===== src/rtl/pc_sequencer.sv =====
// Next-PC selection with stall-deferred redirects, halt, and an optional trap/return path.
// Trap support (IRQ entry, EPC, ERET) is compiled in only when PC_SEQUENCER_IRQ_EN is defined.
module pc_sequencer #(
    parameter logic [31:0] IRQ_VECTOR   = 32'h0000_0080,
    parameter logic [31:0] RESET_VECTOR = 32'h0000_0000
) (
    input  logic               CLK,
    input  logic               RST,
    input  logic signed [31:0] PC,
    input  logic               STALL,
    input  logic               HALT,
    input  logic               BR_TAKEN,
    input  logic signed [31:0] BR_OFFSET,
    input  logic               JUMP,
    input  logic [25:0]        J_TARGET,
    input  logic               JR,
    input  logic [31:0]        JR_ADDR,
    input  logic               IRQ,
    input  logic               ERET,
    output logic [31:0]        PC_NEXT,
    output logic               PC_WE,
    output logic [31:0]        EPC,
    output logic [1:0]         STATE
);

    typedef enum logic [1:0] {S_RUN = 2'd0, S_TRAP = 2'd1, S_HALTED = 2'd2} state_t;

    state_t      state;
    logic        pend;
    logic [31:0] pend_addr;

    logic [31:0] pc_plus4, br_addr, j_addr, sel, target;
    logic        redir, irq_take, eret_take;

    assign pc_plus4 = PC + 32'd4;
    assign br_addr  = pc_plus4 + (BR_OFFSET <<< 2);
    assign j_addr   = {pc_plus4[31:28], J_TARGET, 2'b00};
    assign redir    = JR | JUMP | BR_TAKEN;
    assign sel      = JR ? JR_ADDR : JUMP ? j_addr : BR_TAKEN ? br_addr : pc_plus4;
    // A redirect deferred by a stall overrides whatever arrives on release.
    assign target   = pend ? pend_addr : sel;
    assign STATE    = state;

`ifdef PC_SEQUENCER_IRQ_EN
    logic [31:0] epc_q;

    assign irq_take  = (state == S_RUN) && IRQ;
    assign eret_take = (state == S_TRAP) && ERET;
    assign EPC       = epc_q;

    always_ff @(posedge CLK or posedge RST) begin
        if (RST)
            epc_q <= '0;
        else if (irq_take && !STALL && !HALT)
            epc_q <= target;
    end
`else
    logic unused_irq;

    assign irq_take   = 1'b0;
    assign eret_take  = 1'b0;
    assign EPC        = '0;
    assign unused_irq = IRQ ^ ERET;
`endif

    always_comb begin
        PC_NEXT = PC;
        PC_WE   = 1'b0;
        if (RST) begin
            PC_NEXT = RESET_VECTOR;
        end else if (state != S_HALTED && !STALL && !HALT) begin
            PC_WE = 1'b1;
            if (eret_take)
                PC_NEXT = EPC;
            else if (irq_take)
                PC_NEXT = IRQ_VECTOR;
            else
                PC_NEXT = target;
        end
    end

    always_ff @(posedge CLK or posedge RST) begin
        if (RST) begin
            state     <= S_RUN;
            pend      <= 1'b0;
            pend_addr <= '0;
        end else if (state != S_HALTED) begin
            if (STALL) begin
                if (!pend && redir) begin
                    pend      <= 1'b1;
                    pend_addr <= sel;
                end
            end else begin
                pend <= 1'b0;
                if (HALT)
                    state <= S_HALTED;
                else if (eret_take)
                    state <= S_RUN;
                else if (irq_take)
                    state <= S_TRAP;
            end
        end
    end

endmodule


===== config.mk =====
export PLATFORM = sky130hd
export DESIGN_NAME = pc_sequencer
export DESIGN_NICKNAME = d
export VERILOG_FILES = /design/src/rtl/pc_sequencer.sv
export SDC_FILE = /design/constraint.sdc
export NUM_CORES = 1
export LEC_CHECK = 0
export ABC_AREA = 1
export BUFFER_PORTS_ARGS = -buffer_cell sky130_fd_sc_hd__buf_4
export CORE_ASPECT_RATIO = 1.75
export CORE_MARGIN = 2
export CORE_UTILIZATION = 55
export DETAILED_ROUTE_END_ITERATION = 6
export GPL_TIMING_DRIVEN = 0
export HOLD_SLACK_MARGIN = 0.08
export PLACE_DENSITY = 0.88
export SETUP_SLACK_MARGIN = 0.1
export SLEW_MARGIN = 20
export SYNTH_ARGS = -nofsm -noshare
export SYNTH_HDL_FRONTEND = slang
export SYNTH_SLANG_ARGS = --single-unit
export TNS_END_PERCENT = 20

===== constraint.sdc =====
create_clock -name CLK -period 5.39 [get_ports CLK]
set_input_delay 0.8085 -clock CLK [delete_from_list [all_inputs] [get_ports CLK]]
set_output_delay 0.8085 -clock CLK [all_outputs]
set_load 0.05 [all_outputs]

==> impl_metrics.toml, run 1 <==
[cts]
worstSkewPairLatency_ns = 0.29
cts-root-buf = "clkbuf_16"
clk_path_buf_depth = 2
clkSinkCount = 34
htree_levels = 2
postCtsSetupBuffers = 0
cts_tree = "built"
cts.clk_slew.worst_paths_ns = 0.06
cts_buffers = 5

[floorplan]
die_w_um = 85.4
io_pins = 198
start_util = 0.556
die-area_sq_um = 12500
die_h_um = 146
rows = 52
core_area_sq_um = 11500

[yosys]
async_reset_ff_frac = 1.00
ys_seq_elements = 34
synth_edf_count = 0
ys.flop_type = "dfrtp_1"
synth_largest_area_cell = "nand2_1"
ys_types = 38
synth_top_family_by_area = "simple AND/OR/NAND/NOR gates"
synthMuxAreaShare = 0
synth_area_leaders = "nand2_1 (26%), dfrtp_1 (13%), inv_1 (9.4%), nor2_1 (8.8%), nand3_1 (7.7%)"
yosys.area_share.adder = 0.0738
ys_seq_area_frac = 0.134
synth_xor_xnor_area_share = 0.0328
syn_inst = 1211
yosys.area_share.simple = 0.472
synth_warnings = 0
synth_top_area_frac = 0.257
yosys.cell_count.top_type = "nand2_1"
avgSynthCellArea_sq_um = 5.26
syn_area_sq_um = 6370
synth-compound-area-share = 0.130
yosys-top-cells-count = "nand2_1 (436), inv_1 (159), nor2_1 (150)"

[global_route]
grt-ovfl-total = 0
grt_pass1_wl_um = 40800
grt_max_degree = 28
antenna_found_initial = 0
grt_pass1_vias = 8174
grt_use_total = 0.426

[routing]
wl_met2_um = 13700
wl_met3_um = 2200
wl_per_cell_um = 17.6
ant_nets = 0
firstDrtPassIters = 5
drt_first_iter_violations = 651
drt-met1-wl_um = 8670
drt-total-wl_um = 27300
highest_layer = "met4"
vias = 8586
drc = 0
viasPerCell = 5.55

[pwr]
irDropWorstVdd_v = 0.000216
p_per_area_nw_per_um2 = 156
power.leakage_nw = 4.68

[worst_setup_path]
cp-start-kind = "input pin"
path_class = "input pin to output pin"
crit_fanout = 7
r2r_start = "pend"
rrSetupSlack_ns = 3.11
rr_worst_depth = 7
end_kind = "output pin"
r2r-end = "pend_addr[17]"
required_ns = 4.58
worst_ep_arrival_time_ns = 4.40

[final_layout]
drive_above_1_share = 0.172
num_antenna_cells = 0
fill_cells = 1126
syn_to_final_growth_pct = 26.4
fin_cells = 1546
utilization = 0.703
nNetsFinal = 1578

[flow_run]
drv_cap = 0

[placement]
port_buffers = 159
dp_hpwl_um = 22900
gp_congestion = 1.08
place_inst = 1538

[sta]
hold_viol_final = 0
finalSetupViolations = 0
worstMarginPinSlew_ns = 0.681
finalMaxSlewViolations = 0
finalWorstPathRequiredPeriod_ns = 5.21
rsz0062_at_grt = "yes"
fin_tns_setup_ns = 0
finalCritPeriodShare = 0.966
clock_skew_ns = 0.00522
slew_headroom = 0.546
max_freq_ghz = 0.192

[hold_path]
min_delay_worst_endpoint = "pend_addr[31]"
min_path_cells = 2
hold_start = "pend_addr[31]"
hold_path.class = "flop to flop"

[run_status]
status = "complete, no violations"
[registers in the layout, indices dropped and copies added, names as in the netlist]
name	cells
pend_addr	32
STATE	1
pend	1
[routing by layer]
metal / up-vias / track usage
met5: - / 0
met4: 0 / 0.367
met3: 150 / 0.0475
met2: 541 / 0.765
met1: 3761 / 0.418
li1: 4134 / -
[how the worst max path moves through the flow]
| stage | start | endpoint | slack, ns | cells past startpoint |
|---|---|---|---|---|
| after global placement | PC[2] | PC_NEXT[25] | 0.20 | 22 |
| after global routing | PC[2] | PC_NEXT[25] | 0.05 | 22 |
| final | PC[2] | PC_NEXT[25] | 0.18 | 22 |
| after floorplan | PC[2] | PC_NEXT[22] | 0.80 | 23 |
| after CTS | PC[2] | PC_NEXT[25] | 0.19 | 22 |
| after detailed placement | PC[2] | PC_NEXT[25] | 0.20 | 22 |
[area by class of cell]
type,count,area (sq um),share of cell area
multi-input cells,978,4670,0.580
repair buffers,160,1210,0.151
flip-flops and latches,34,851,0.106
inverters,161,604,0.0750
plain buffers,70,395,0.0491
well taps,135,169,0.0210
clock buffers,6,139,0.0172
clock inverters,2,12.5,0.00155
[power by group]
group | switching [W] | total [W] | internal [W]
combinational | 0.000458 | 0.000692 | 0.000234
sequential | 0.000000102 | 0.000256 | 0.000256
clock | 0.000122 | 0.000305 | 0.000183
[metrics by stage]
step	instance area, sq um	worst slack, ns	total power [W]	hold slack [ns]
floorplan	6490	0.799	0.000697	0.449
global placement	7850	0.196	0.000922	0.461
detailed placement	7880	0.198	0.000928	0.466
CTS	8030	0.187	0.00123	0.480
global route	8060	0.0528	0.00132	0.502
finish	8060	0.181	0.00125	0.476
[timing repair]
action | 4_1_cts | 5_1_grt
resized for setup | 0 | 8
setup endpoints to repair | 0 | 8
endpoints found under the hold margin | 0 | 0
hold buffers | 0 | 0
[cells by family after synthesis]
logic type,Yosys count
and+or+nand+nor,732
buffers and inverters,231
AOI/OAI and AO/OA,153
adders and majority gates,37
DFF,34
xor gates and xnor gates,23
other,1
[placed cells by master, fill, tap and decap left out, types with 2 or more instances in the layout]
master,instances
a21oi_2,2
o21ai_0,39
nand4_1,10
nand3_1,97
ha_2,2
a21oi_1,77
conb_1,33
nor2_1,148
a22o_1,2
buf_1,4
nand3b_1,5
ha_1,34
o211ai_1,5
nor2_2,5
and2_1,3
inv_1,159
xnor2_1,7
dfrtp_1,34
buf_4,192
buf_2,6
xor2_1,14
a31oi_1,14
xor2_2,2
nor2_4,3
or2_2,12
o21ai_1,4
a21o_1,3
inv_2,2
clkbuf_1,26
nand2_1,435
nor3_1,5
o21bai_1,3
o22ai_1,3
nand2_2,5
clkbuf_16,5
[worst max-delay path, cell delays in order]
cell and delay [ns]:
buf_4 0.13, ha_2 0.26, nand3_1 0.15, inv_2 0.14
nand2_1 0.12, nor2_2 0.11, xor2_1 0.31, ha_1 0.39
nand2_1 0.10, nand2_1 0.08, nand2_1 0.07, nand2_1 0.13
a21oi_1 0.48, nand4_1 0.15, nand3_1 0.14, nand2_1 0.07
nand2_1 0.06, nand2_1 0.09, nand2_1 0.07, nand2_1 0.06
a21oi_1 0.20, buf_4 0.24
(Power assumes the default switching activity.)
==> run 2: changes to the inputs <==
CORE_MARGIN = 4   (was 2)
RECOVER_POWER = 100   (was unset)
==> run 2 against run 1 <==
Compared with the run above: the flow now finishes with violations (design-rule violations); count of clock-buffer cells in the layout grew 1; largest power group unchanged; maximum frequency grew 1.6%; clock power shrank 3%.
==> impl_metrics.toml, run 2 (synthesis gave the netlist of run 1 again) <==
[final_layout]
seq_area_sq_um = 851
final_common_cell = "nand2_1"
multi_input_area_sq_um = 4660
final_cell_area_sq_um = 7990
layout_common_cells = "nand2_1 (435), buf_4 (184), inv_1 (159)"
largest_register_ffs = 32
fin_cells = 1543
fill_cells = 1127
drive_above_1_share = 0.161
num_antenna_cells = 0
nNetsFinal = 1578
syn_to_final_growth_pct = 25.4
largest-register = "pend_addr"

[worst_setup_path]
required_ns = 4.58
end_kind = "output pin"
worst_ep_arrival_time_ns = 4.32
rr_worst_depth = 7
path_class = "input pin to output pin"
r2r-end = "pend_addr[29]"
r2r_start = "pend"
crit_fanout = 7
crit_start = "PC[2]"
crit_end = "PC_NEXT[20]"
slowest_delay_ns = 0.37
slowest_stage = "ha_1"
rrSetupSlack_ns = 3.09
cp-start-kind = "input pin"
crit_top_cell = "nand2_1"

[global_route]
grt_max_degree = 24
grt-ovfl-total = 0
grt_pass1_vias = 8361
antenna_found_initial = 0
grt_pass1_wl_um = 40300
grt_use_total = 0.398

[sta]
hold_viol_final = 0
finalMaxSlewViolations = 0
worstMarginPinSlew_ns = 1.31
finalSetupViolations = 0
max_freq_ghz = 0.195
rsz0062_at_grt = "no"
fin_tns_setup_ns = 0
slew_headroom = 0.127
finalCritPeriodShare = 0.952
clock_skew_ns = 0.00335
hold-worst-slack_ns = 0.486
finalWorstPathRequiredPeriod_ns = 5.13

[routing]
ant_nets = 0
drt-total-wl_um = 27000
firstDrtPassIters = 7
vias = 8608
viasPerCell = 5.58
wl_per_cell_um = 17.5
drt_first_iter_violations = 499
drc = 1

[placement]
dp_hpwl_um = 22600
gp_congestion = 1.03
place_inst = 1535
dpl-instance-area_sq_um = 7880
port_buffers = 159

[pwr]
p_per_area_nw_per_um2 = 155
irDropWorstVdd_v = 0.000240
power.leakage_nw = 4.64

[cts]
clkSinkCount = 34
htree_levels = 2
postCtsSetupBuffers = 0
clk_path_buf_depth = 2
cts_tree = "built"
cts_buffers = 5
worstSkewPairLatency_ns = 0.29
hold_buffers = 0
cts.clk_slew.worst_paths_ns = 0.06
cts_resized = 0
cts-root-buf = "clkbuf_16"

[run_status]
violations = "design-rule violations"
status = "finished with violations"

[floorplan]
core_area_sq_um = 11200
rows = 51
die_h_um = 150
die-area_sq_um = 13400
start_util = 0.567
io_pins = 198
die_w_um = 89.4

[hold_path]
hold_start = "pend_addr[28]"
hold_path.class = "flop to flop"

[flow_run]
drv_cap = 0
## run 2: cell count changes in the layout (fill, tap and decap cells not counted), moves of 2 or more
cell	previous run	this run
ha_2	2	0
ha_1	34	36
buf_4	192	184
clkbuf_1	26	38
## run 2: layer usage
metal / share of wire / wire length (um) / global-route usage / up-vias
met5: 0 / 0 / 0 / -
met2: 0.50 / 13400 / 0.692 / 521
li1: - / - / - / 4142
met4: 0.10 / 2760 / 0.356 / 0
met3: 0.087 / 2360 / 0.0668 / 175
met1: 0.31 / 8470 / 0.386 / 3770
## run 2: power by group
| group | switching, W | internal (W) |
|---|---|---|
| registers | 0.0000000799 | 0.000256 |
| logic | 0.000454 | 0.000229 |
| clock network | 0.000114 | 0.000183 |
## run 2: area by class of cell
type	count	area share
multi-input combinational	978	0.583
timing repair buffer	160	0.146
sequential	34	0.107
inverter	161	0.0757
buffer	70	0.0492
tap	132	0.0207
clock buffer	7	0.0179
clock inverter	1	0.000627
## run 2: how the worst min path moves through the flow
stage | end | cells after the start
after global routing | pend_addr[0] | 2
after CTS | pend_addr[28] | 2
after detailed placement | pend_addr[28] | 2
final | pend_addr[28] | 2
after floorplan | pend_addr[0] | 2
after global placement | pend_addr[4] | 2
## run 2: per-stage QoR
| step | setup WS, ns | total power [W] | util |
|---|---|---|---|
| 6_report | 0.261 | 0.00124 | 0.711 |
| 5_1_grt | 0.0145 | 0.00129 | 0.711 |
| 4_1_cts | 0.279 | 0.00122 | 0.715 |
| 3_5_place_dp | 0.267 | 0.000925 | 0.702 |
| 3_3_place_gp | 0.297 | 0.000915 | 0.699 |
| 2_1_floorplan | 0.799 | 0.000697 | - |
## run 2: worst max-delay path: cells and delay by family
| family | cells | cell delay, ns |
|---|---|---|
| AOI/OAI and AO/OA | 1 | 0.15 |
| xor gates and xnor gates | 1 | 0.19 |
| adders and majority gates | 2 | 0.65 |
| buffers and inverters | 5 | 0.66 |
| and+or+nand+nor | 16 | 1.85 |
==> run 3: changes to the inputs <==
REMOVE_ABC_BUFFERS = 1   (was unset)
==> run 3 against run 2 <==
Compared with the run above: the flow finishes with violations (max-capacitance violations, max-slew violations); utilization is 3.5 points lower; worst hold slack lost 0.0035 ns; flip-flop and latch count stayed put; wire length decreased by 12%; critical path depth unchanged; non-clock buffer count is 67 lower; setup slack gained 0.011 ns; clock skew rose by 0.0017 ns; largest cell class unchanged.
==> impl_metrics.toml, run 3 (synthesis gave the netlist of run 1 again) <==
[run_status]
status = "finished with violations"
violations = "max-capacitance violations, max-slew violations"

[cts]
clkSinkCount = 34
cts_resized = 0
hold_buffers = 0
cts_buffers = 5
clk_path_buf_depth = 2
postCtsSetupBuffers = 0
htree_levels = 2
cts.clk_slew.worst_paths_ns = 0.06
worstSkewPairLatency_ns = 0.29
cts-root-buf = "clkbuf_16"
cts_tree = "built"

[floorplan]
core_area_sq_um = 11200
start_util = 0.567
rows = 51
die_h_um = 150
die-area_sq_um = 13400
die_w_um = 89.4
io_pins = 198

[routing]
viasPerCell = 5.42
vias = 7994
drt_first_iter_violations = 522
drt-total-wl_um = 23700
ant_nets = 0
firstDrtPassIters = 5
wl_per_cell_um = 16.1
drc = 0

[sta]
finalWorstPathRequiredPeriod_ns = 5.12
rsz0062_at_grt = "yes"
hold-worst-slack_ns = 0.483
max_freq_ghz = 0.195
clock_skew_ns = 0.00503
hold_viol_final = 0
slew_headroom = -0.0311
fin_tns_setup_ns = 0
finalMaxSlewViolations = 80
finalCritPeriodShare = 0.950
finalSetupViolations = 0
worstMarginPinSlew_ns = 1.54
layout_setup_ws_ns = 0.272

[final_layout]
drive_above_1_share = 0.142
nNetsFinal = 1511
fill_cells = 1124
multi_input_area_sq_um = 4670
largest_register_ffs = 32
final_common_cell = "nand2_1"
layout_common_cells = "nand2_1 (434), inv_1 (159), nor2_1 (148)"
seq_area_sq_um = 851
largest-register = "pend_addr"
syn_to_final_growth_pct = 19.3
num_antenna_cells = 0

[placement]
gp_congestion = 1.09
dp_hpwl_um = 19300
port_buffers = 160
dp_worst_setup_slack_ns = 0.224

[worst_setup_path]
required_ns = 4.58
r2r_start = "pend"
crit_top_cell = "nand2_1"
worst-path-buf-inv = 6
slowest_delay_ns = 0.35
path_delay_family = "simple AND/OR/NAND/NOR gates"
worst_ep_arrival_time_ns = 4.31
slowest_stage = "ha_1"
crit_fanout = 7
cp-start-kind = "input pin"
path_class = "input pin to output pin"
crit_start = "PC[2]"
end_kind = "output pin"

[global_route]
gr-max-usage-layer = "met2"
met1_usage = 0.380
grt_pass1_vias = 7414
grt_use_total = 0.350
grt-ovfl-total = 0
grt_max_degree = 50
use_met2 = 0.616
grt_pass1_wl_um = 36000
use_met3 = 0.0460
antenna_found_initial = 0

[hold_path]
hold_path.class = "flop to flop"
hold_start = "pend_addr[3]"

[pwr]
irDropWorstVdd_v = 0.000250
power.leakage_nw = 4.40
p_per_area_nw_per_um2 = 162

[flow_run]
drv_cap = 2
==> run 3: power by group <==
group / switching [W] / total, W / internal, W
logic: 0.000431 / 0.000636 / 0.000205
registers: 0.00000212 / 0.000258 / 0.000256
clock network: 0.000121 / 0.000338 / 0.000217
==> run 3: path summary, 6_finish.rpt <==
path | end | slack, ns | cells past startpoint
worst max-delay path | PC_NEXT[17] | 0.27 | 25
worst min-delay path | pend_addr[3] | 0.48 | 2
worst max register to register | pend_addr[11] | 1.40 | 4
worst min register to register | pend_addr[3] | 0.48 | 2
max in group asynchronous | pend_addr[25] | 2.37 | 3
min in group asynchronous | pend_addr[1] | 1.20 | 2
==> run 3: stage by stage <==
stage	total power [W]	cells	cell area (sq um)	util
finish	0.00123	1476	7600	0.677
global route	0.00130	1476	7600	0.677
CTS	0.00123	1475	7670	0.683
detailed placement	0.000893	1467	7510	0.668
global placement	0.000885	1465	7460	0.665
floorplan	0.000666	1173	6100	-
==> run 3: layout make-up <==
| class | count | area share |
|---|---|---|
| multi-input combinational | 978 | 0.615 |
| sequential | 34 | 0.112 |
| clock buffer | 5 | 0.0165 |
| inverter | 161 | 0.0795 |
| timing repair buffer | 163 | 0.150 |
| clock inverter | 3 | 0.00527 |
| tap | 132 | 0.0217 |
==> run 3: metal layers <==
layer | share of wire | vias up
met5 | 0 | -
met4 | 0.073 | 0
met3 | 0.079 | 98
met2 | 0.51 | 398
met1 | 0.34 | 3498
li1 | - | 4000
==> run 3: worst reg2reg max path, stage by stage (launching register included) <==
cell	delay (ns)
dfrtp_1	0.61
inv_1	1.22
nand4_1	0.60
inv_1	1.13
a31oi_1	0.25
